--- src/rtl/bit_serializer.sv ---
// Parallel-to-serial stage: takes a WIDTH-bit word over valid/ready and shifts it
// out MSB-first on ser_out, then inserts GAP idle zero bits before the next word.
module bit_serializer #(
  parameter int WIDTH = 8,
  parameter int GAP   = 2
) (
  input  logic             clk,
  input  logic             rst,
  input  logic [WIDTH-1:0] data_in,
  input  logic             data_valid,
  output logic             data_ready,
  output logic             ser_out,
  output logic             ser_active,
  output logic             word_done
);

  localparam int BW = $clog2(WIDTH);
  localparam int GW = ($clog2(GAP + 1) > 1) ? $clog2(GAP + 1) : 1;
  localparam logic [BW-1:0] LAST_BIT = BW'(WIDTH - 1);
  localparam logic [GW-1:0] LAST_GAP = (GAP > 0) ? GW'(GAP - 1) : '0;
  localparam bit NO_GAP = (GAP == 0);

  typedef enum logic [1:0] {S_IDLE, S_SHIFT, S_GAP} state_t;

  state_t           state_reg, state_next;
  logic [BW-1:0]    bit_cnt_reg, bit_cnt_next;
  logic [GW-1:0]    gap_cnt_reg, gap_cnt_next;
  logic [WIDTH-1:0] shift_reg, shift_next;
  logic             ser_out_reg, ser_out_next;
  logic             transfer;
  logic             load;

  always_comb begin
    data_ready = 1'b0;
    case (state_reg)
      S_IDLE:  data_ready = 1'b1;
      S_SHIFT: data_ready = NO_GAP && (bit_cnt_reg == LAST_BIT);
      S_GAP:   data_ready = (gap_cnt_reg == LAST_GAP);
      default: data_ready = 1'b0;
    endcase
  end

  assign transfer   = data_valid && data_ready;
  assign ser_out    = ser_out_reg;
  assign ser_active = (state_reg == S_SHIFT);
  assign word_done  = (state_reg == S_SHIFT) && (bit_cnt_reg == LAST_BIT);

  always_comb begin
    state_next   = state_reg;
    bit_cnt_next = bit_cnt_reg;
    gap_cnt_next = gap_cnt_reg;
    shift_next   = shift_reg;
    ser_out_next = 1'b0;
    load         = 1'b0;
    case (state_reg)
      S_IDLE: begin
        load = transfer;
      end
      S_SHIFT: begin
        if (bit_cnt_reg != LAST_BIT) begin
          bit_cnt_next = bit_cnt_reg + 1'b1;
          ser_out_next = shift_reg[WIDTH-1];
          shift_next   = {shift_reg[WIDTH-2:0], 1'b0};
        end else if (!NO_GAP) begin
          state_next   = S_GAP;
          bit_cnt_next = '0;
          gap_cnt_next = '0;
        end else if (transfer) begin
          load = 1'b1;
        end else begin
          state_next   = S_IDLE;
          bit_cnt_next = '0;
          gap_cnt_next = '0;
        end
      end
      S_GAP: begin
        if (gap_cnt_reg != LAST_GAP) begin
          gap_cnt_next = gap_cnt_reg + 1'b1;
        end else if (transfer) begin
          load = 1'b1;
        end else begin
          state_next   = S_IDLE;
          bit_cnt_next = '0;
          gap_cnt_next = '0;
        end
      end
      default: begin
        state_next   = S_IDLE;
        bit_cnt_next = '0;
        gap_cnt_next = '0;
      end
    endcase
    // The MSB goes straight to ser_out; the rest waits in the shift register.
    if (load) begin
      state_next   = S_SHIFT;
      bit_cnt_next = '0;
      gap_cnt_next = '0;
      ser_out_next = data_in[WIDTH-1];
      shift_next   = {data_in[WIDTH-2:0], 1'b0};
    end
  end

  always_ff @(posedge clk) begin
    if (!rst) begin
      state_reg   <= S_IDLE;
      bit_cnt_reg <= '0;
      gap_cnt_reg <= '0;
      shift_reg   <= '0;
      ser_out_reg <= 1'b0;
    end else begin
      state_reg   <= state_next;
      bit_cnt_reg <= bit_cnt_next;
      gap_cnt_reg <= gap_cnt_next;
      shift_reg   <= shift_next;
      ser_out_reg <= ser_out_next;
    end
  end

endmodule

--- config.mk ---
export PLATFORM = sky130hd
export DESIGN_NAME = bit_serializer
export DESIGN_NICKNAME = d
export VERILOG_FILES = /design/src/rtl/bit_serializer.sv
export SDC_FILE = /design/constraint.sdc
export NUM_CORES = 1
export LEC_CHECK = 0
export ABC_AREA = 1
export CAP_MARGIN = 20
export CORE_UTILIZATION = 30
export CTS_CLUSTER_SIZE = 20
export DETAILED_ROUTE_END_ITERATION = 16
export PLACE_DENSITY = 0.49
export SKIP_CTS_REPAIR_TIMING = 1
export SLEW_MARGIN = 20
export SYNTH_ARGS = -nofsm -noshare
export SYNTH_HDL_FRONTEND = slang
export SYNTH_SLANG_ARGS = --single-unit
--- constraint.sdc ---
create_clock -name clk -period 2 [get_ports clk]
set_clock_uncertainty 0.1 [all_clocks]
set_input_delay 0.4 -clock clk [delete_from_list [all_inputs] [get_ports clk]]
set_output_delay 0.4 -clock clk [all_outputs]
set_load 0.02 [all_outputs]
==> impl_metrics.env, run 1 <==
export IMPL_yosysUniqueCellTypes=19
export IMPL_worst_slack_ns=0.146
export IMPL_synth_nets=117
export IMPL_final_max_slew_viol_count=0
export IMPL_vdd_drop_max_v=0.000307
export IMPL_synth_seq_area_share=0.407
export IMPL_grt_pass1_wl_um=2730
export IMPL_p_leak_nw=0.422
export IMPL_grt_ovfl_total=0
export IMPL_fin_crit_ns=1.85
export IMPL_drive_gt1_frac=0.138
export IMPL_worst_r2r_cell_count=8
export IMPL_startpoint_type="flip-flop"
export IMPL_ys_ff_latch=15
export IMPL_ys_warn_count=0
export IMPL_htreeDepth=1
export IMPL_dr_pass1_iters=5
export IMPL_ant_nets=0
export IMPL_routed_wirelength_um=1530
export IMPL_diodes=0
export IMPL_synth_cell_area_sq_um=737
export IMPL_reg2reg_to="shift_reg[3]$_SDFFE_PN0P_"
export IMPL_max_freq_ghz=0.539
export IMPL_cts_buffers_inserted=3
export IMPL_die_x_um=51.6
export IMPL_wire_per_inst_um=10.1
export IMPL_insertion_delay_ns=0.28
export IMPL_relSlewSlack=0.818
export IMPL_syn_inst=104
export IMPL_dieArea_sq_um=2660
export IMPL_fin_cells=151
export IMPL_path_clk_slew_ns=0.09
export IMPL_start_util=0.327
export IMPL_r2r_slack_ns=0.43
export IMPL_hp_class="reg -> reg"
export IMPL_rr_startpoint="bit_cnt_reg[0]$_SDFFE_PP0P_"
export IMPL_dp_final_hpwl_um=1190
export IMPL_clock_path_buffers=2
export IMPL_clkSinkCount=15
export IMPL_min_to="gap_cnt_reg[1]$_SDFFE_PP0P_"
export IMPL_cap_violations=0
export IMPL_critPathArrivalTime_ns=1.35
export IMPL_final_common_cell="nand2_1"
export IMPL_drcViolationCount=0
export IMPL_via_count=696
export IMPL_grt_usage=0.141
export IMPL_num_rows=17
export IMPL_largest_reg_flops=7
export IMPL_io_buffers=14
export IMPL_gp_congestion=0.777
export IMPL_nets=137
export IMPL_holdCritStartpoint="gap_cnt_reg[1]$_SDFFE_PP0P_"
export IMPL_path_class="reg -> out"
export IMPL_post_route_period_util=0.927
export IMPL_setup_viol_count_final=0
export IMPL_cts_root_buffer="clkbuf_4"
export IMPL_hold_violations=0
export IMPL_worst_setup_path_end_kind="output pin"
export IMPL_place_area_sq_um=916
export IMPL_grt_pass1_vias=649
export IMPL_avgSynthCellArea_sq_um=7.09
export IMPL_run_status="finished, final reports clean"
export IMPL_tightestPinTransition_ns=0.272
export IMPL_min_path_cells=2
export IMPL_avgViaCountPerCell=4.61
export IMPL_worstPathRequired_ns=1.50
export IMPL_rsz0062_at_grt="false"
export IMPL_layout_common_cells="nand2_1 (33), dfxtp_1 (15), nor2_1 (12)"
export IMPL_p_per_area_nw_per_um2=703
export IMPL_core_area_sq_um=2250
export IMPL_ioPinCount=15
export IMPL_dp_slack_ns=0.0165
export IMPL_fin_area_sq_um=942
export IMPL_drt_iter0_drc=5
export IMPL_die_y_um=51.6
export IMPL_grt_start_max_net_pins=12
export IMPL_antenna_found_initial=0
export IMPL_dp_cells=147
export IMPL_cts_tree="done"
export IMPL_area_growth_pct=27.8
export IMPL_cp_max_fo=3
==> area by class of cell <==
class / instances / area, sq um
multi-input cells: 77 / 384
flip-flops and latches: 15 / 300
repair buffers: 16 / 155
fillers: 262 / 1310
well taps: 28 / 35.0
clock buffers: 4 / 26.3
inverters: 11 / 41.3
==> how the worst max path moves through the flow <==
stage	startpoint	endpoint	slack, ns	depth (start not counted)
3_3_place_gp	bit_cnt_reg[0]$_SDFFE_PP0P_	word_done	0.08	5
6_report	bit_cnt_reg[0]$_SDFFE_PP0P_	word_done	0.15	5
3_5_place_dp	bit_cnt_reg[0]$_SDFFE_PP0P_	word_done	0.02	5
2_1_floorplan	bit_cnt_reg[0]$_SDFFE_PP0P_	word_done	0.41	4
4_1_cts	bit_cnt_reg[0]$_SDFFE_PP0P_	word_done	-0.32	5
5_1_grt	bit_cnt_reg[0]$_SDFFE_PP0P_	word_done	0.03	5
==> Yosys cell counts <==
library cell | instances | area, sq um
nand2_1 | 33 | 124
dfxtp_1 | 15 | 300
nor2_1 | 12 | 45.0
nand3_1 | 9 | 45.0
inv_1 | 7 | 26.3
a21oi_1 | 6 | 30.0
inv_2 | 4 | 15.0
o21ai_0 | 3 | 15.0
ha_1 | 2 | 25.0
nand2_4 | 2 | 22.5
nand4_1 | 2 | 12.5
o21ai_1 | 2 | 10.0
a21oi_2 | 1 | 8.76
buf_6 | 1 | 11.3
nand2_2 | 1 | 6.26
nand3_4 | 1 | 17.5
nor2_2 | 1 | 6.26
nor2_4 | 1 | 11.3
nor3_1 | 1 | 5.00
==> report_power, final <==
group	internal (mW)	switching, mW	total (mW)
clock	0.0773	0.0962	0.174
sequential	0.321	0.0135	0.334
combinational	0.0637	0.0907	0.154
==> critical path, stage by stage (launching register included) <==
cell	delay [ns]
dfxtp_1	0.36
ha_1	0.16
ha_1	0.16
inv_1	0.06
nor2_1	0.15
clkbuf_2	0.20
==> logic make-up after synthesis <==
family,Yosys count,share of synthesized area
AOI/OAI and AO/OA,12,0.0866
buffers and inverters,12,0.0713
adders and majority gates,2,0.0340
and+or+nand+nor,63,0.401
DFF,15,0.407
==> metrics by stage <==
stage	utilization	power [mW]	TNS, ns	hold WS, ns
finish	0.418	0.662	0	0.371
detailed placement	0.406	0.499	0	0.363
global placement	0.406	0.499	0	0.349
CTS	0.418	0.678	-0.428	0.376
floorplan	-	0.445	0	0.330
global route	0.418	0.707	0	0.410
==> routing by layer <==
metal,up-vias,wire [um],GRT usage
met5,-,0,0
met4,0,12,0.0676
met3,2,45,0.0351
met2,9,693,0.223
met1,312,778,0.178
li1,373,-,-
(Power assumes the default switching activity.)
==> inputs of run 2 (changes only) <==
--- a/config.mk
+++ b/config.mk
@@ -7,10 +7,12 @@
 export LEC_CHECK = 0
 export ABC_AREA = 1
 export CAP_MARGIN = 20
-export CORE_UTILIZATION = 30
+export CELL_PAD_IN_SITES_DETAIL_PLACEMENT = 1
+export CELL_PAD_IN_SITES_GLOBAL_PLACEMENT = 2
+export CORE_UTILIZATION = 28
 export CTS_CLUSTER_SIZE = 20
 export DETAILED_ROUTE_END_ITERATION = 16
-export PLACE_DENSITY = 0.49
+export PLACE_DENSITY = 0.77
 export SKIP_CTS_REPAIR_TIMING = 1
 export SLEW_MARGIN = 20
 export SYNTH_ARGS = -nofsm -noshare
==> impl_metrics.env, run 2 (synthesis gave the netlist of run 1 again) <==
export IMPL_path_class="reg -> out"
export IMPL_routed_wirelength_um=1850
export IMPL_htreeDepth=1
export IMPL_drt_iter0_drc=8
export IMPL_diodes=0
export IMPL_cts_tree="done"
export IMPL_insertion_delay_ns=0.28
export IMPL_die_y_um=53.3
export IMPL_relSlewSlack=0.808
export IMPL_cpPeakStageDelay_ns=0.37
export IMPL_min_path_cells=2
export IMPL_ant_nets=0
export IMPL_grt_pass1_vias=721
export IMPL_area_growth_pct=29.9
export IMPL_drcViolationCount=0
export IMPL_cp_max_fo=3
export IMPL_num_rows=18
export IMPL_fin_crit_ns=1.84
export IMPL_crit_path_frequent_cell="ha_1"
export IMPL_rsz0062_at_grt="false"
export IMPL_final_core_util=0.386
export IMPL_hp_class="reg -> reg"
export IMPL_via_count=712
export IMPL_crit_chain="ha_1, ha_1, inv_1, nor2_2, buf_4"
export IMPL_avgViaCountPerCell=4.62
export IMPL_worst_r2r_cell_count=8
export IMPL_hold_worst_slack_ns=0.368
export IMPL_start_util=0.297
export IMPL_startpoint_type="flip-flop"
export IMPL_max_freq_ghz=0.544
export IMPL_dieArea_sq_um=2840
export IMPL_io_buffers=14
export IMPL_final_common_cell="nand2_1"
export IMPL_dr_pass1_iters=4
export IMPL_run_status="finished, final reports clean"
export IMPL_largest_reg_flops=7
export IMPL_final_max_slew_viol_count=0
export IMPL_p_per_area_nw_per_um2=709
export IMPL_p_leak_nw=0.427
export IMPL_antenna_found_initial=0
export IMPL_critPathArrivalTime_ns=1.34
export IMPL_post_route_period_util=0.919
export IMPL_dp_final_hpwl_um=1420
export IMPL_hold_violations=0
export IMPL_drive_gt1_frac=0.153
export IMPL_setup_viol_count_final=0
export IMPL_power_total_uw=679
export IMPL_wire_per_inst_um=12.0
export IMPL_ioPinCount=15
export IMPL_clkSinkCount=15
export IMPL_worst_setup_path_end_kind="output pin"
export IMPL_grt_usage=0.159
export IMPL_gp_congestion=0.717
export IMPL_cts_root_buffer="clkbuf_4"
export IMPL_path_clk_slew_ns=0.09
export IMPL_grt_ovfl_total=0
export IMPL_cap_violations=0
export IMPL_clock_path_buffers=2
export IMPL_tightestPinTransition_ns=0.287
export IMPL_grt_pass1_wl_um=3180
export IMPL_slowest_stage="dfxtp_1"
export IMPL_cts_buffers_inserted=3
export IMPL_die_x_um=53.3
export IMPL_core_area_sq_um=2480
export IMPL_vdd_drop_max_v=0.000325
export IMPL_grt_start_max_net_pins=12
export IMPL_layout_common_cells="nand2_1 (33), dfxtp_1 (15), nor2_1 (11), clkdlybuf4s50_1 (11), nand3_1 (9)"
export IMPL_worstPathRequired_ns=1.50
export IMPL_nets=138
run 2: final cells by class:
cell class / instances / area (sq um)
Clock buffer: 4 / 26.3
Fill cell: 328 / 1520
Inverter: 11 / 41.3
Multi-Input combinational cell: 77 / 387
Sequential cell: 15 / 300
Tap cell: 30 / 37.5
Timing Repair Buffer: 17 / 165
run 2: where the power goes:
| part | total, mW | leakage, nW | internal [mW] | switching [mW] |
|---|---|---|---|---|
| registers | 0.335 | 0.123 | 0.321 | 0.0143 |
| logic | 0.161 | 0.290 | 0.0649 | 0.0959 |
| clock network | 0.183 | 0.0150 | 0.0775 | 0.105 |
run 2: per-stage QoR:
stage | TNS [ns] | setup WS (ns) | std cells | cell area, sq um
2_1_floorplan | 0 | 0.411 | 104 | 737
3_3_place_gp | 0 | 0.0717 | 150 | 926
3_5_place_dp | -0.00409 | -0.00409 | 150 | 926
4_1_cts | -0.486 | -0.327 | 154 | 952
5_1_grt | 0 | 0.0348 | 154 | 957
6_report | 0 | 0.162 | 154 | 957
run 2: per-layer routing:
layer | global-route usage | vias up | wire (um)
met4 | 0.0921 | 0 | 34
met3 | 0.0259 | 4 | 35
met1 | 0.208 | 332 | 955
met5 | 0 | - | 0
li1 | - | 369 | -
met2 | 0.244 | 7 | 820
run 2: worst max-delay path, delay by kind of cell, from the launching register on:
kind	cells	cell delay (ns)
flip-flops	1	0.37
adder cells (fa/ha/maj)	2	0.31
buffers and inverters	2	0.23
AND/OR/NAND/NOR	1	0.14
run 2: final timing paths:
path | start | to | slack [ns]
worst max register to register | bit_cnt_reg[0]$_SDFFE_PP0P_ | gap_cnt_reg[0]$_SDFFE_PP0P_ | 0.39
worst min register to register | gap_cnt_reg[1]$_SDFFE_PP0P_ | gap_cnt_reg[1]$_SDFFE_PP0P_ | 0.37
worst max-delay path | bit_cnt_reg[0]$_SDFFE_PP0P_ | word_done | 0.16
worst min-delay path | gap_cnt_reg[1]$_SDFFE_PP0P_ | gap_cnt_reg[1]$_SDFFE_PP0P_ | 0.37
==> inputs of run 3 (changes only) <==
--- a/config.mk
+++ b/config.mk
@@ -9,6 +9,7 @@
 export CAP_MARGIN = 20
 export CELL_PAD_IN_SITES_DETAIL_PLACEMENT = 1
 export CELL_PAD_IN_SITES_GLOBAL_PLACEMENT = 2
+export CORE_ASPECT_RATIO = 1.75
 export CORE_UTILIZATION = 28
 export CTS_CLUSTER_SIZE = 20
 export DETAILED_ROUTE_END_ITERATION = 16
==> impl_metrics.env, run 3 (synthesis gave the netlist of run 1 again) <==
export IMPL_ioPinCount=15
export IMPL_dp_final_hpwl_um=1380
export IMPL_drt_iter0_drc=11
export IMPL_cp_max_fo=3
export IMPL_dieArea_sq_um=2850
export IMPL_p_leak_nw=0.447
export IMPL_clkSinkCount=15
export IMPL_num_rows=24
export IMPL_crit_path_frequent_cell="ha_1"
export IMPL_antenna_found_initial=0
export IMPL_drive_gt1_frac=0.130
export IMPL_start_util=0.296
export IMPL_grt_pass1_vias=760
export IMPL_grt_pass1_wl_um=3100
export IMPL_p_per_area_nw_per_um2=765
export IMPL_ant_nets=0
export IMPL_dp_slack_ns=0.0180
export IMPL_worstPathRequired_ns=1.50
export IMPL_path_clk_slew_ns=0.06
export IMPL_hold_violations=0
export IMPL_slowest_stage="dfxtp_1"
export IMPL_critPathArrivalTime_ns=1.36
export IMPL_routed_wirelength_um=1700
export IMPL_path_class="reg -> out"
export IMPL_layout_common_cells="nand2_1 (33), dfxtp_1 (15), nor2_1 (12)"
export IMPL_io_buffers=14
export IMPL_final_max_slew_viol_count=0
export IMPL_largest_reg_flops=7
export IMPL_multi_input_area_sq_um=384
export IMPL_cts_buffers_inserted=3
export IMPL_run_status="finished, final reports clean"
export IMPL_diodes=0
export IMPL_drcViolationCount=0
export IMPL_grt_ovfl_total=0
export IMPL_worst_setup_path_end_kind="output pin"
export IMPL_via_count=710
export IMPL_cts_root_buffer="clkbuf_8"
export IMPL_setup_tns_ns=0
export IMPL_fin_crit_ns=1.86
export IMPL_crit_chain="ha_1, ha_1, inv_1, nor2_1, dlymetal6s2s_1"
export IMPL_startpoint_type="flip-flop"
export IMPL_final_core_util=0.388
export IMPL_tightestPinTransition_ns=0.273
export IMPL_grt_usage=0.154
export IMPL_avgViaCountPerCell=4.77
export IMPL_cts_tree="done"
export IMPL_core_area_sq_um=2490
export IMPL_gp_congestion=0.677
export IMPL_die_y_um=69.9
export IMPL_worst_slack_ns=0.137
export IMPL_insertion_delay_ns=0.25
export IMPL_rsz0062_at_grt="false"
export IMPL_area_growth_pct=31.1
export IMPL_relSlewSlack=0.817
export IMPL_setup_viol_count_final=0
export IMPL_fillers=332
export IMPL_vdd_drop_max_v=0.000342
export IMPL_clock_path_buffers=2
export IMPL_max_freq_ghz=0.537
export IMPL_die_x_um=40.8
export IMPL_final_common_cell="nand2_1"
export IMPL_grt_start_max_net_pins=12
export IMPL_htreeDepth=1
export IMPL_r2r_slack_ns=0.43
export IMPL_wire_per_inst_um=11.4
export IMPL_cap_violations=0
export IMPL_post_route_period_util=0.931
export IMPL_dr_pass1_iters=4
export IMPL_cpPeakStageDelay_ns=0.35
export IMPL_hp_class="reg -> reg"
export IMPL_seq_area_sq_um=300
export IMPL_nets=137
[run 3: cell count changes in the layout (fill, tap and decap cells not counted)]
cell            delta
clkbuf_4           -3
clkbuf_8           +3
buf_4              -2
dlymetal6s2s_1     +1
nor2_1             +1
nor2_2             -1
[run 3: layout make-up]
cell class / instances / area share
repair buffers: 16 / 0.168
well taps: 26 / 0.0337
clock buffers: 4 / 0.0466
flip-flops and latches: 15 / 0.311
inverters: 11 / 0.0427
multi-input cells: 77 / 0.398
[run 3: through the flow]
step           cells  hold slack (ns)  power, mW  cell area [sq um]
3_3_place_gp     145            0.352      0.500                913
3_5_place_dp     145            0.353      0.503                913
2_1_floorplan    104            0.330      0.445                737
5_1_grt          149            0.393      0.792                966
6_report         149            0.355      0.739                966
4_1_cts          149            0.362      0.754                958
[run 3: worst max-delay path, delay by kind of cell, from the launching register on]
kind | cells | cell delay [ns]
DFF | 1 | 0.35
and+or+nand+nor | 1 | 0.14
adders and majority gates | 2 | 0.32
buffers and inverters | 2 | 0.31
[run 3: final timing paths]
kind                                    start                          end  cells past startpoint
setup reg to reg  bit_cnt_reg[0]$_SDFFE_PP0P_  gap_cnt_reg[0]$_SDFFE_PP0P_                      8
setup / recovery  bit_cnt_reg[0]$_SDFFE_PP0P_                    word_done                      5
hold reg to reg   gap_cnt_reg[1]$_SDFFE_PP0P_  gap_cnt_reg[1]$_SDFFE_PP0P_                      2
hold / removal    gap_cnt_reg[1]$_SDFFE_PP0P_  gap_cnt_reg[1]$_SDFFE_PP0P_                      2
[run 3: layer usage]
layer | vias to the layer above | track usage | share of wire
li1 | 367 | - | -
met2 | 14 | 0.240 | 0.52
met1 | 324 | 0.181 | 0.42
met4 | 0 | 0.0889 | 0.029
met5 | - | 0 | 0
met3 | 5 | 0.0286 | 0.031
[run 3: where the power goes]
group	switching (mW)	internal (mW)	leakage (nW)	total [mW]
sequential	0.0139	0.321	0.123	0.335
combinational	0.0925	0.0638	0.302	0.156
clock	0.107	0.141	0.0228	0.248
